$ cat config.mk
export PLATFORM = sky130hd
export DESIGN_NAME = mips_dbus_responder_flat
export DESIGN_NICKNAME = d
export VERILOG_FILES = /design/src/rtl/mips_dbus_responder_pkg.sv /design/src/rtl/mips_dbus_responder_if.sv /design/src/rtl/mips_word_fifo.sv /design/src/rtl/mips_dbus_responder.sv /design/src/flat_wrapper.sv
export SDC_FILE = /design/constraint.sdc
export NUM_CORES = 2
export LEC_CHECK = 0
export BUFFER_PORTS_ARGS = -buffer_cell sky130_fd_sc_hd__buf_2
export CORE_ASPECT_RATIO = 0.9
export CORE_MARGIN = 2
export CORE_UTILIZATION = 56
export CTS_CLUSTER_SIZE = 24
export DETAILED_ROUTE_END_ITERATION = 7
export PLACE_DENSITY_LB_ADDON = 0.2
export SYNTH_ARGS = -nofsm -noshare
export SYNTH_HDL_FRONTEND = slang
export SYNTH_SLANG_ARGS = --single-unit
$ cat constraint.sdc
create_clock -name clk -period 5.8 [get_ports clk]
set_clock_uncertainty 0.2 [all_clocks]
set_input_delay 1.45 -clock clk [delete_from_list [all_inputs] [get_ports clk]]
set_output_delay 1.45 -clock clk [all_outputs]
set_load 0.005 [all_outputs]
$ cat src/rtl/mips_dbus_responder_pkg.sv
// Shared definitions for the MIPS data-bus responder: MMIO word offsets,
// STATUS bit positions and the decode region type.
package mips_dbus_responder_pkg;

    localparam logic [1:0] OFF_COUNTER = 2'd0;
    localparam logic [1:0] OFF_COMPARE = 2'd1;
    localparam logic [1:0] OFF_STATUS  = 2'd2;
    localparam logic [1:0] OFF_TXDATA  = 2'd3;

    localparam int ST_MATCH     = 0;
    localparam int ST_FULL      = 1;
    localparam int ST_EMPTY     = 2;
    localparam int ST_OVF       = 3;
    localparam int ST_COUNT_LSB = 4;

    typedef enum logic [1:0] {
        REGION_NONE = 2'd0,
        REGION_RAM  = 2'd1,
        REGION_MMIO = 2'd2
    } region_e;

    function automatic logic [31:0] pack_status(input logic [3:0] count, input logic ovf,
                                                input logic empty, input logic full,
                                                input logic match);
        return {24'b0, count, ovf, empty, full, match};
    endfunction

endpackage

$ cat src/rtl/mips_dbus_responder_if.sv
// Bus between the single-cycle MIPS core (master) and the data-bus responder (slave).
interface mips_dbus_responder_if;
    logic        memwrite;
    logic [31:0] memaddr;
    logic [31:0] memwritedata;
    logic [31:0] memreaddata;
    // TX stream: a word transfers on every rising edge where out_valid && out_ready;
    // out_valid/out_data hold until accepted, out_ready may change freely.
    logic        out_valid;
    logic [31:0] out_data;
    logic        out_ready;
    logic        irq;

    modport master (
        output memwrite, memaddr, memwritedata, out_ready,
        input  memreaddata, out_valid, out_data, irq
    );

    modport slave (
        input  memwrite, memaddr, memwritedata, out_ready,
        output memreaddata, out_valid, out_data, irq
    );
endinterface

$ cat src/rtl/mips_word_fifo.sv
// Synchronous word FIFO with registered pointers; a push into a full FIFO is
// accepted only when a pop frees the head slot in the same cycle.
module mips_word_fifo #(
    parameter int DEPTH = 4,
    parameter int W     = 32
) (
    input  logic                     clk,
    input  logic                     reset,
    input  logic                     push,
    input  logic [W-1:0]             push_data,
    input  logic                     pop,
    output logic [W-1:0]             pop_data,
    output logic                     full,
    output logic                     empty,
    output logic [$clog2(DEPTH):0]   count
);
    localparam int AW = $clog2(DEPTH);

    logic [W-1:0]  mem_q [DEPTH];
    logic [AW-1:0] wr_ptr_q, wr_ptr_d;
    logic [AW-1:0] rd_ptr_q, rd_ptr_d;
    logic [AW:0]   count_q, count_d;
    logic          push_ok, pop_ok;

    assign full     = (count_q == (AW+1)'(DEPTH));
    assign empty    = (count_q == '0);
    assign count    = count_q;
    assign pop_data = mem_q[rd_ptr_q];

    assign pop_ok  = pop & ~empty;
    assign push_ok = push & (~full | pop_ok);

    always_comb begin
        wr_ptr_d = wr_ptr_q + AW'(push_ok);
        rd_ptr_d = rd_ptr_q + AW'(pop_ok);
        count_d  = count_q + (AW+1)'(push_ok) - (AW+1)'(pop_ok);
    end

    always_ff @(posedge clk) begin
        if (reset) begin
            wr_ptr_q <= '0;
            rd_ptr_q <= '0;
            count_q  <= '0;
        end else begin
            wr_ptr_q <= wr_ptr_d;
            rd_ptr_q <= rd_ptr_d;
            count_q  <= count_d;
            if (push_ok) mem_q[wr_ptr_q] <= push_data;
        end
    end

endmodule

$ cat src/rtl/mips_dbus_responder.sv
// Data-bus target for a single-cycle MIPS core: word RAM at 0x0 plus an MMIO page
// with a cycle counter, compare/match timer and a TX FIFO; reads are combinational.
module mips_dbus_responder
    import mips_dbus_responder_pkg::*;
#(
    parameter int          RAM_WORDS  = 64,
    parameter int          FIFO_DEPTH = 4,
    parameter logic [31:0] MMIO_BASE  = 32'hFFFF0000
) (
    input  logic                   clk,
    input  logic                   reset,
    mips_dbus_responder_if.slave   bus
);
    localparam int RAM_AW = $clog2(RAM_WORDS);
    localparam int CW     = $clog2(FIFO_DEPTH) + 1;

    logic [31:0] ram_q [RAM_WORDS];
    logic [31:0] counter_q, counter_d;
    logic [31:0] compare_q, compare_d;
    logic        match_q, match_d;
    logic        ovf_q, ovf_d;

    region_e     region;
    logic [RAM_AW-1:0] ram_idx;
    logic [1:0]  mmio_off;
    logic        wr_mmio, wr_compare, wr_status, push_c, pop_c, ram_we;
    logic [31:0] rdata_c, fifo_head;
    logic        fifo_full, fifo_empty;
    logic [CW-1:0] fifo_count;

    assign ram_idx  = bus.memaddr[RAM_AW+1:2];
    assign mmio_off = bus.memaddr[3:2];

    always_comb begin
        region = REGION_NONE;
        if (bus.memaddr[31:RAM_AW+2] == '0)
            region = REGION_RAM;
        else if (bus.memaddr[31:4] == MMIO_BASE[31:4])
            region = REGION_MMIO;
    end

    assign wr_mmio    = bus.memwrite & (region == REGION_MMIO);
    assign wr_compare = wr_mmio & (mmio_off == OFF_COMPARE);
    assign wr_status  = wr_mmio & (mmio_off == OFF_STATUS);
    assign push_c     = wr_mmio & (mmio_off == OFF_TXDATA);
    assign pop_c      = ~fifo_empty & bus.out_ready;
    assign ram_we     = bus.memwrite & (region == REGION_RAM) & ~reset;

    mips_word_fifo #(
        .DEPTH (FIFO_DEPTH),
        .W     (32)
    ) u_fifo (
        .clk       (clk),
        .reset     (reset),
        .push      (push_c),
        .push_data (bus.memwritedata),
        .pop       (pop_c),
        .pop_data  (fifo_head),
        .full      (fifo_full),
        .empty     (fifo_empty),
        .count     (fifo_count)
    );

    // A match uses the pre-edge counter/compare pair, and setting beats a W1C clear.
    always_comb begin
        counter_d = counter_q + 32'd1;
        compare_d = wr_compare ? bus.memwritedata : compare_q;
        match_d   = (counter_q == compare_q) |
                    (match_q & ~(wr_status & bus.memwritedata[ST_MATCH]));
        ovf_d     = (push_c & fifo_full & ~pop_c) |
                    (ovf_q & ~(wr_status & bus.memwritedata[ST_OVF]));
    end

    always_ff @(posedge clk) begin
        if (reset) begin
            counter_q <= '0;
            compare_q <= 32'hFFFFFFFF;
            match_q   <= 1'b0;
            ovf_q     <= 1'b0;
        end else begin
            counter_q <= counter_d;
            compare_q <= compare_d;
            match_q   <= match_d;
            ovf_q     <= ovf_d;
        end
    end

    always_ff @(posedge clk) begin
        if (ram_we) ram_q[ram_idx] <= bus.memwritedata;
    end

    always_comb begin
        rdata_c = '0;
        case (region)
            REGION_RAM: rdata_c = ram_q[ram_idx];
            REGION_MMIO: begin
                case (mmio_off)
                    OFF_COUNTER: rdata_c = counter_q;
                    OFF_COMPARE: rdata_c = compare_q;
                    OFF_STATUS:  rdata_c = pack_status(4'(fifo_count), ovf_q, fifo_empty,
                                                       fifo_full, match_q);
                    default:     rdata_c = '0;
                endcase
            end
            default: rdata_c = '0;
        endcase
    end

    assign bus.memreaddata = rdata_c;
    assign bus.out_valid   = ~fifo_empty;
    assign bus.out_data    = fifo_head;
    assign bus.irq         = match_q;

endmodule
$ cat src/flat_wrapper.sv
// flat-port wrapper written by rule: the top's interface ports become plain ports
module mips_dbus_responder_flat import mips_dbus_responder_pkg::*;
#(
    parameter int          RAM_WORDS  = 64,
    parameter int          FIFO_DEPTH = 4,
    parameter logic [31:0] MMIO_BASE  = 32'hFFFF0000
)
  (clk, reset, bus_memwrite, bus_memaddr, bus_memwritedata, bus_out_ready, bus_memreaddata, bus_out_valid, bus_out_data, bus_irq);
  mips_dbus_responder_if bus_i ();
  input  logic clk;
  input  logic reset;
  input wire logic [$bits(bus_i.memwrite)-1:0] bus_memwrite;
  input wire logic [$bits(bus_i.memaddr)-1:0] bus_memaddr;
  input wire logic [$bits(bus_i.memwritedata)-1:0] bus_memwritedata;
  input wire logic [$bits(bus_i.out_ready)-1:0] bus_out_ready;
  output wire logic [$bits(bus_i.memreaddata)-1:0] bus_memreaddata;
  output wire logic [$bits(bus_i.out_valid)-1:0] bus_out_valid;
  output wire logic [$bits(bus_i.out_data)-1:0] bus_out_data;
  output wire logic [$bits(bus_i.irq)-1:0] bus_irq;
  assign bus_i.memwrite = bus_memwrite;
  assign bus_i.memaddr = bus_memaddr;
  assign bus_i.memwritedata = bus_memwritedata;
  assign bus_i.out_ready = bus_out_ready;
  assign bus_memreaddata = bus_i.memreaddata;
  assign bus_out_valid = bus_i.out_valid;
  assign bus_out_data = bus_i.out_data;
  assign bus_irq = bus_i.irq;
  mips_dbus_responder #(.RAM_WORDS(RAM_WORDS), .FIFO_DEPTH(FIFO_DEPTH), .MMIO_BASE(MMIO_BASE)) u_core (.clk(clk), .reset(reset), .bus(bus_i));
endmodule
==> load_flow_metrics.sql <==
INSERT INTO impl_metrics (metric_group, metric, value, unit) VALUES
('grt', 'grt_usage', '32.4', '%'),
('run', 'max_cap_viol_count', '0', ''),
('worst_setup_path', 'critical_path.max_fanout', '19', ''),
('clock_tree', 'maximum_level_of_the_cts_h_tree', '4', ''),
('synth', 'syn_avg_cell_area', '20.4', 'um2'),
('floorplanning', 'floorplan.io_pins', '134', ''),
('pwr', 'p_comb_share', '5.9', '%'),
('detailed_routing', 'via_count', '48900', ''),
('synth', 'synth_common_cells', '2176 x sky130_fd_sc_hd__edfxtp_1, 420 x sky130_fd_sc_hd__mux4_2, 259 x sky130_fd_sc_hd__mux2i_1', ''),
('pwr', 'seq_power_share', '53.4', '%'),
('worst_hold_path', 'worst_hold_startpoint', 'u_core.ovf_q', ''),
('detailed_routing', 'drc', '0', ''),
('status', 'outcome', 'complete, but fails checks', ''),
('pwr', 'internal_power', '26.2', 'mW'),
('timing', 'period_needed', '5.81', 'ns'),
('timing', 'report.final.slew_viol_count', '0', ''),
('timing', 'final.period_utilization', '100', '%'),
('grt', 'number_of_global_route_vias_before_repair', '46300', ''),
('clock_tree', 'cts_made_buffers', '209', ''),
('worst_setup_path', 'category_of_the_critical_setup_timing_path', 'in -> out', ''),
('pwr', 'vdd.ir_drop.worst', '318', 'uV'),
('grt', 'globalRouteMet3Util', '7.75', '%'),
('synth', 'synthMostInstantiatedCell', 'sky130_fd_sc_hd__edfxtp_1', ''),
('finish', 'layout-drive-gt1-share', '30.8', '%'),
('timing', 'worst-slew-pin-transition', '1.21', 'ns'),
('finish', 'final_nets', '5066', ''),
('placement', 'place_ws', '-0.685', 'ns'),
('detailed_routing', 'detail-route-antenna-nets', '0', ''),
('placement', 'gpl.final_weighted_congestion', '0.977', ''),
('grt', 'grt_first_pass_wirelength', '361000', 'um'),
('grt', 'globalRoute.totalOverflow', '0', ''),
('clock_tree', 'cts.root.buffer_cell', 'sky130_fd_sc_hd__clkbuf_16', ''),
('detailed_routing', 'drt-vias-per-instance', '6.73', ''),
('synth', 'synth_area_leader_cell', 'sky130_fd_sc_hd__edfxtp_1', ''),
('synth', 'yosysUniqueCellTypes', '76', ''),
('grt', 'number_of_antenna_violations_at_the_first_check_in_global_routing', '23', ''),
('grt', 'grt.met1_usage', '47.2', '%'),
('clock_tree', 'ctsLongestPathBuffers', '3', ''),
('synth', 'number_of_warnings_printed_during_yosys_synthesis', '0', ''),
('pwr', 'power.net_switching', '7.22', 'mW'),
('finish', 'final-seq-area', '66800', 'um2'),
('synth', 'synth.top_cell.area_share', '74.3', '%'),
('synth', 'ys_ff_latch', '2249', ''),
('floorplanning', 'starting_density_of_the_core', '56.6', '%'),
('grt', 'use_met2', '47.5', '%'),
('clock_tree', 'clock-sinks', '2249', ''),
('worst_setup_path', 'crit_path_start_kind', 'input pin', ''),
('timing', 'relSlewSlack', '19.2', '%'),
('synth', 'combined_area_of_all_synthesized_cells', '88000', 'um2'),
('detailed_routing', 'detailedRoute.firstPassIterationCount', '8', ''),
('grt', 'grt_max_degree', '75', ''),
('floorplanning', 'placement_rows', '137', ''),
('worst_setup_path', 'worstReg2RegStart', 'u_core.u_fifo.count[2]', ''),
('clock_tree', 'clock_latency', '0.85', 'ns'),
('worst_hold_path', 'hold_path_class', 'reg -> reg', ''),
('timing', 'timing.final.ws_setup', '-0.00879', 'ns'),
('status', 'failed_checks', 'setup timing', ''),
('finish', 'num-fill-cells', '10100', ''),
('worst_setup_path', 'timing.critical_path.cells', 'buf_16, buf_12, buf_6, mux4_2, a22o_1, nor2_1, o221ai_1, nor3_1, buf_4, o22ai_1, buf_2', ''),
('worst_setup_path', 'crit_path_end_kind', 'primary output', ''),
('synth', 'ys_seq_area_share', '75.9', '%'),
('pwr', 'clock_power_share', '40.7', '%'),
('timing', 'clock.fmax', '172', 'MHz'),
('timing', 'final-setup-viol-count', '2', ''),
('pwr', 'p_sw_share', '21.6', '%'),
('floorplanning', 'full_die_area', '160000', 'um2'),
('finish', 'multiInputGateArea', '20300', 'um2'),
('detailed_routing', 'dr.first_iter.drc_count', '7847', ''),
('floorplanning', 'width_of_the_die', '422', 'um'),
('floorplanning', 'placeableCoreArea', '155000', 'um2'),
('worst_setup_path', 'arrival', '4.16', 'ns');
placed cells by master, fill, tap and decap left out, types with 16 or more instances in the layout:
| cell type | n |
|---|---|
| sky130_fd_sc_hd__and3_1 | 17 |
| sky130_fd_sc_hd__mux2_2 | 67 |
| sky130_fd_sc_hd__clkbuf_1 | 45 |
| sky130_fd_sc_hd__dfxtp_1 | 72 |
| sky130_fd_sc_hd__o22ai_1 | 48 |
| sky130_fd_sc_hd__a22oi_1 | 99 |
| sky130_fd_sc_hd__clkbuf_16 | 214 |
| sky130_fd_sc_hd__nor2_4 | 64 |
| sky130_fd_sc_hd__xnor2_1 | 43 |
| sky130_fd_sc_hd__buf_4 | 485 |
| sky130_fd_sc_hd__clkinv_1 | 50 |
| sky130_fd_sc_hd__mux2i_1 | 259 |
| sky130_fd_sc_hd__o221ai_1 | 24 |
| sky130_fd_sc_hd__buf_2 | 125 |
| sky130_fd_sc_hd__nand4_1 | 35 |
| sky130_fd_sc_hd__nand3_1 | 28 |
| sky130_fd_sc_hd__nor2_1 | 83 |
| sky130_fd_sc_hd__a211oi_1 | 38 |
| sky130_fd_sc_hd__clkinv_2 | 41 |
| sky130_fd_sc_hd__mux4_2 | 420 |
| sky130_fd_sc_hd__nand2_1 | 102 |
| sky130_fd_sc_hd__xor2_1 | 18 |
| sky130_fd_sc_hd__o211ai_1 | 23 |
| sky130_fd_sc_hd__nor3_1 | 25 |
| sky130_fd_sc_hd__a221oi_1 | 28 |
| sky130_fd_sc_hd__edfxtp_1 | 2176 |
| sky130_fd_sc_hd__o21ai_0 | 33 |
| sky130_fd_sc_hd__a211o_1 | 37 |
| sky130_fd_sc_hd__buf_12 | 92 |
| sky130_fd_sc_hd__a21oi_1 | 58 |
| sky130_fd_sc_hd__nor4_1 | 16 |
| sky130_fd_sc_hd__nor2b_1 | 62 |
| sky130_fd_sc_hd__bufinv_16 | 19 |
stage by stage:
stage	TNS (ns)	area (um2)	instances	hold WS, ns	utilization [%]
after CTS	0	103000	7256	0.316	66.0
after detailed placement	-3.32	95800	6865	0.298	61.6
final	-0.0119	103000	7259	0.323	66.1
after floorplan	-8.54	88000	4318	0.265	-
after global routing	-0.0269	103000	7256	0.344	66.1
after global placement	-2.98	95800	6865	0.288	61.6
state kept, by name, summed over array words and instances, names as in the netlist:
register                cells
u_core.bus.irq              1
u_core.compare_q           32
u_core.counter_q           32
u_core.ovf_q                1
u_core.ram_q             2048
u_core.u_fifo.count         3
u_core.u_fifo.mem_q       128
u_core.u_fifo.rd_ptr_q      2
u_core.u_fifo.wr_ptr_q      2
final cells by class:
cell class,count,share of cell area (%)
repair buffers,709,6.08
clock buffers,261,5.40
inverters,9,0.0378
flip-flops and latches,2249,65.0
multi-input cells,1814,19.7
diodes,3,0.00731
well taps,2085,2.54
clock inverters,129,1.15
worst paths after layout:
path | to | cells after the start | slack (ns)
hold reg to reg | u_core.ovf_q | 2 | 0.32
setup / recovery | bus_memreaddata[25] | 11 | -0.009
setup reg to reg | u_core.u_fifo.count[2] | 10 | 3.19
hold / removal | u_core.ovf_q | 2 | 0.32
worst max-delay path, delay by kind of cell:
| kind | cells | cell delay [ns] |
|---|---|---|
| buffers and inverters | 5 | 1.03 |
| AND/OR/NAND/NOR | 2 | 0.40 |
| multiplexers | 1 | 0.60 |
| AO/OA/AOI/OAI | 3 | 0.64 |
what timing repair did:
item / in CTS / in global routing
endpoints found under the setup margin: 27 / 12
gates resized for setup: 13 / 17
pin swaps: 1 / 1
cloned: 1 / 0
per-layer routing:
metal / wire [um] / up-vias
li1: - / 19400
met1: 98400 / 25500
met5: 76 / -
met4: 12900 / 12
met2: 116000 / 3426
met3: 32500 / 505
power by group through the flow:
stage	Clock, mW	Combinational (mW)	Sequential (mW)
6_report	13.6	1.97	17.8
5_1_grt	14.3	2.03	17.8
4_1_cts	13.7	1.94	17.8
3_5_place_dp	0	1.92	18.2
3_3_place_gp	0	1.89	18.2
2_1_floorplan	0	0.858	18.2
cells by family (layout without fill, tap and decap cells):
logic type                 count (synthesis)  count (layout)  synth area share [%]
AOI/OAI and AO/OA                        478             478                  3.94
xor gates and xnor gates                  61              61                 0.607
adders and majority gates                  6               6                0.0939
buffers and inverters                    255            1108                  1.69
DFF                                     2249            2249                  75.9
muxes                                    762             762                  14.8
other                                      0               3                     0
and+or+nand+nor                          507             507                  2.95
Power figures use the tool's default switching activity.
